## config.mk

```make
export PLATFORM = sky130hd
export DESIGN_NAME = lifo_stack
export DESIGN_NICKNAME = d
export VERILOG_FILES = /design/src/rtl/stack_pkg.sv /design/src/rtl/stack_mem.sv /design/src/rtl/lifo_stack.sv
export SDC_FILE = /design/constraint.sdc
export NUM_CORES = 1
export LEC_CHECK = 0
export ABC_AREA = 1
export CAP_MARGIN = 10
export CORE_MARGIN = 1.5
export CORE_UTILIZATION = 40
export DETAILED_ROUTE_END_ITERATION = 10
export GPL_ROUTABILITY_DRIVEN = 0
export HOLD_SLACK_MARGIN = 0.03
export PLACE_DENSITY_LB_ADDON = 0.1
export SYNTH_ARGS = -nofsm -noshare
export SYNTH_HDL_FRONTEND = slang
export SYNTH_SLANG_ARGS = --single-unit
```

## constraint.sdc

```tcl
create_clock -name clk -period 3.5 [get_ports clk]
set_input_delay 0.7 -clock clk [delete_from_list [all_inputs] [get_ports clk]]
set_output_delay 0.7 -clock clk [all_outputs]
set_load 0.02 [all_outputs]
```

## src/rtl/stack_pkg.sv

```systemverilog
// Shared types and width helpers for the LIFO stack.
package stack_pkg;

  // Operation applied to the stack on a given clock edge.
  typedef enum logic [1:0] {
    OP_NONE,
    OP_PUSH,
    OP_POP,
    OP_REPLACE
  } stack_op_e;

  // Bits needed to hold an occupancy of 0..depth inclusive.
  function automatic int unsigned cnt_width(input int unsigned depth);
    return $clog2(depth + 1);
  endfunction

  // Address bits for the below-top array of depth-1 words (at least 1).
  function automatic int unsigned addr_width(input int unsigned depth);
    return (depth > 2) ? $clog2(depth - 1) : 1;
  endfunction

endpackage

```

## src/rtl/stack_mem.sv

```systemverilog
// Below-top storage: DEPTH-1 words, one sync write port, one async read port.
module stack_mem #(
  parameter int unsigned WIDTH = 8,
  parameter int unsigned DEPTH = 16,
  parameter int unsigned AW    = 4
) (
  input  logic             clk,
  input  logic             we,
  input  logic [AW-1:0]    waddr,
  input  logic [WIDTH-1:0] wdata,
  input  logic [AW-1:0]    raddr,
  output logic [WIDTH-1:0] rdata
);

  logic [WIDTH-1:0] mem [DEPTH-1];

  // Write port; contents are deliberately never reset.
  always_ff @(posedge clk) begin
    if (we) begin
      mem[waddr] <= wdata;
    end
  end

  // Asynchronous read of the entry just below the top.
  always_comb begin
    rdata = mem[raddr];
  end

endmodule

```

## src/rtl/lifo_stack.sv

```systemverilog
// Parametrised synchronous LIFO with show-ahead top register, flags and error pulses.
module lifo_stack
  import stack_pkg::*;
#(
  parameter int unsigned WIDTH = 8,
  parameter int unsigned DEPTH = 16
) (
  input  logic                          clk,
  input  logic                          rst,
  input  logic                          push,
  input  logic                          pop,
  input  logic [WIDTH-1:0]              write_data,
  output logic [WIDTH-1:0]              read_data,
  output logic [cnt_width(DEPTH)-1:0]   count,
  output logic                          empty,
  output logic                          full,
  output logic                          overflow,
  output logic                          underflow
);

  localparam int unsigned CW = cnt_width(DEPTH);
  localparam int unsigned AW = addr_width(DEPTH);

  logic [CW-1:0]    count_q;
  logic [WIDTH-1:0] top_q;
  logic             overflow_q;
  logic             underflow_q;

  logic             is_empty;
  logic             is_full;
  stack_op_e        op;
  logic             overflow_d;
  logic             underflow_d;

  logic             mem_we;
  logic [AW-1:0]    mem_waddr;
  logic [AW-1:0]    mem_raddr;
  logic [WIDTH-1:0] mem_rdata;

  // Decode the operation and the error pulses from the requests and registered flags.
  always_comb begin
    is_empty    = (count_q == '0);
    is_full     = (count_q == CW'(DEPTH));
    op          = OP_NONE;
    overflow_d  = 1'b0;
    underflow_d = 1'b0;
    if (push && pop && !is_empty) begin
      op = OP_REPLACE;
    end else if (push && (pop || !is_full)) begin
      // push+pop on an empty stack falls through to here as a plain push
      op = OP_PUSH;
    end else if (push) begin
      overflow_d = 1'b1;
    end else if (pop && !is_empty) begin
      op = OP_POP;
    end else if (pop) begin
      underflow_d = 1'b1;
    end
  end

  // Array addressing: old top spills to slot count-1; the entry below top sits at count-2.
  always_comb begin
    mem_we    = (op == OP_PUSH) && !is_empty;
    mem_waddr = AW'(count_q - CW'(1));
    mem_raddr = (count_q >= CW'(2)) ? AW'(count_q - CW'(2)) : '0;
  end

  stack_mem #(
    .WIDTH (WIDTH),
    .DEPTH (DEPTH),
    .AW    (AW)
  ) u_stack_mem (
    .clk   (clk),
    .we    (mem_we),
    .waddr (mem_waddr),
    .wdata (top_q),
    .raddr (mem_raddr),
    .rdata (mem_rdata)
  );

  // Top-of-stack, occupancy and error-pulse registers.
  always_ff @(posedge clk) begin
    if (rst) begin
      count_q     <= '0;
      top_q       <= '0;
      overflow_q  <= 1'b0;
      underflow_q <= 1'b0;
    end else begin
      overflow_q  <= overflow_d;
      underflow_q <= underflow_d;
      unique case (op)
        OP_PUSH: begin
          top_q   <= write_data;
          count_q <= count_q + CW'(1);
        end
        OP_POP: begin
          top_q   <= (count_q == CW'(1)) ? '0 : mem_rdata;
          count_q <= count_q - CW'(1);
        end
        OP_REPLACE: begin
          top_q <= write_data;
        end
        OP_NONE: ;
      endcase
    end
  end

  // Outputs come straight from registers or the registered count.
  always_comb begin
    read_data = top_q;
    count     = count_q;
    empty     = is_empty;
    full      = is_full;
    overflow  = overflow_q;
    underflow = underflow_q;
  end

endmodule

```

==> summary.md <==
| Metric | Value |
|---|---|
| RSZ-0062 raised after global routing | `no` |
| Hold WC Path Type | `flop to flop` |
| Post-synth EDFFs | `120` |
| Clk buf depth | `2` |
| Remaining Overflow, GRT | `0` |
| Clock root cell | `clkbuf_16` |
| Status | `completed` |
| Starting Density | `0.414` |
| First-pass GRT wire length | `24300 um` |
| Clock Sinks | `between 100 and 150` |
| Critical path class | `input port to flop` |
| DP Cell Count | `about 750` |
| Total Wirelength | `around 16000 um` |
| Commonest cells post-synth | `nand2_1 (128), edfxtp_1 (120), nand3_1 (90)` |
| Static leakage | `roughly 2.6 nW` |
| Routed Antenna Nets | `0` |
| Post-synthesis cell area | `5810 um2` |
| Fill count | `1257` |
| Worst-Skew Late Latency | `0.42 ns` |
| CP Capture Type | `flop` |
| Core area | `about 14000 um2` |
| Inserted Clock Buffers | `17` |
| Ys flop type | `edfxtp_1` |
| I/O pins | `29` |
| Post-Syn Instances | `around 540` |
| Nets | `around 600` |
| CTS tree | `yes` |
| All-Layer GR Usage | `0.229` |
| Met2 Use GR | `0.348` |
| Synth top area cells | `edfxtp_1 (62%), nand2_1 (8.3%), nand3_1 (7.8%)` |
| Critical Path RT | `~3.6 ns` |
| DIE AREA | `15300 um2` |
| Crit path cell chain | `clkdlybuf4s50_1, inv_1, nand4_1, nand2_2, inv_2, nand2_1, inv_1, nand2_1, inv_1, nand2_1, nor2_1` |
| Power Dens Cells | `around 730 nW/um2` |
| Busiest grt layer | `met2` |
| VDD IR max | `between 0.3 and 0.4 mV` |
| YS warnings | `0` |
| Synth top area share | `0.620` |
| Routed vias/inst | `~5.3` |
| Crit-path max FO | `10` |
| Chip height | `about 120 um` |
| Vias | `between 4000 and 5000` |
| Max Clk Rate | `about 0.35 GHz` |
| Post-CTS Hold Fix Bufs | `0` |
| Final Hold Fails | `0` |
| Crit-path slowest cell | `nor2_1` |
| Slew Limit Fails | `0` |
| GR Layer Usage met3 | `0.0374` |
| Worst path max stage delay | `~0.63 ns` |
| Final std cells w/o fill | `~780` |
| DIE WIDTH | `around 120 um` |
| Max_cap viols | `0` |
| Ant diodes | `0` |
| IO buf count | `28` |
| Yosys cell types | `32` |
| Antenna violations before repair | `0` |
| # Post-CTS Setup Buffers | `0` |
| Syn_nets | `560` |
| Post-route DRC | `0` |
| Post-synthesis sequential area ratio | `0.672` |
| Startpoint class of the critical path | `input port` |
| Minimum clock period | `just under 3 ns` |
| Max Clock Skew | `a little over 0.007 ns` |
| GRT met1 Usage | `0.318` |
| Vias in the first global route | `4079` |
| Worst slew pin tran | `0.978 ns` |
| Clock transition at the registers of the reported paths | `~0.060 ns` |
| Yosys reg bits | `between 100 and 150` |
| Count leader, synth | `nand2_1` |
| Share of post-route cells with drive strength above 1 | `0.102` |
| H-tree levels | `4` |
| Setup tns final | `0 ns` |
| Asr flop ratio synth | `0` |
| Synth Area per Inst | `roughly 11 um2` |
| Layout area overhead | `18.6%` |
| Final setup vio count | `0` |
| Routed WL per cell | `~20 um` |
| Fin crit share | `0.823` |
| Post-DP HPWL | `a little over 10000 um` |
| Leading area contributor after synthesis | `edfxtp_1` |
| Slew Limit Headroom | `0.347` |
| First DRT Iteration DRCs | `336` |
| Post-CTS resize count | `0` |
| Arrival @ worst endpoint | `roughly 2.9 ns` |
| FP Rows | `43` |
| First-pass DRT Iterations | `5` |
| Largest net degree at the start of global routing | `66` |
[metrics by stage]
stage                util  instance area (um2)  hold slack (ns)  setup WS, ns  total power [mW]
CTS                 0.491                 6890            0.615         0.638              5.02
finish              0.491                 6890            0.618         0.619              5.01
global route        0.491                 6890            0.657         0.429              5.24
detailed placement  0.451                 6340            0.602         0.190              3.36
floorplan               -                 5810            0.611         0.522              2.88
global placement    0.451                 6340            0.604         0.294              3.36
[path summary, 6_finish.rpt]
| path | start | end | slack (ns) | cells past startpoint |
|---|---|---|---|---|
| setup reg to reg | count[1] | read_data[4] | 0.77 | 11 |
| hold / removal | count[4] | count[4] | 0.62 | 2 |
| setup / recovery | pop | u_stack_mem.mem[4][6] | 0.62 | 11 |
| hold reg to reg | count[4] | count[4] | 0.62 | 2 |
[critical path: cells and delay by family]
kind / cells / cell delay [ns]
simple gates: 6 / 1.24
buf+inv: 5 / 0.98
[logic make-up after synthesis]
kind of cell / Yosys count / share of synthesized area
fa+ha+maj: 7 / 0.0151
buf+inv: 61 / 0.0446
xor+xnor: 3 / 0.00452
simple gates: 272 / 0.204
flops: 135 / 0.672
compound gates: 63 / 0.0601
[final cells by class]
cell class	instances	area, um2	area share
timing repair buffer	45	408	0.0592
clock buffer	22	444	0.0645
inverter	41	154	0.0223
multi-input combinational	345	1650	0.239
clock inverter	10	105	0.0153
sequential	135	3910	0.567
tap	180	225	0.0327
[per-layer routing]
layer,wire length [um],vias to the layer above
met5,0,-
met4,448,0
met3,896,28
met2,7360,162
met1,7130,1971
li1,-,1968
[registers in the layout, summed over array words and instances, names as in the netlist]
| name | count |
|---|---|
| count | 5 |
| overflow | 1 |
| read_data | 8 |
| u_stack_mem.mem | 120 |
| underflow | 1 |
[layout by cell type (no fill, tap or decap), types with 4 or more instances in the layout]
cell	n
nand2_1	128
edfxtp_1	120
nand3_1	90
nor2_1	36
o21ai_0	33
inv_1	31
clkdlybuf4s50_1	28
clkbuf_16	17
buf_4	17
a21oi_1	15
dfxtp_1	14
o22ai_1	7
ha_1	7
clkinv_1	6
nand2_2	6
inv_2	5
clkinv_2	5
clkbuf_1	5
nor3_1	4
[report_power, final]
part	internal (mW)	switching, mW
logic	0.409	1.00
clock network	1.04	0.635
registers	1.88	0.0431
total	3.33	1.68
Power figures use the tool's default switching activity.
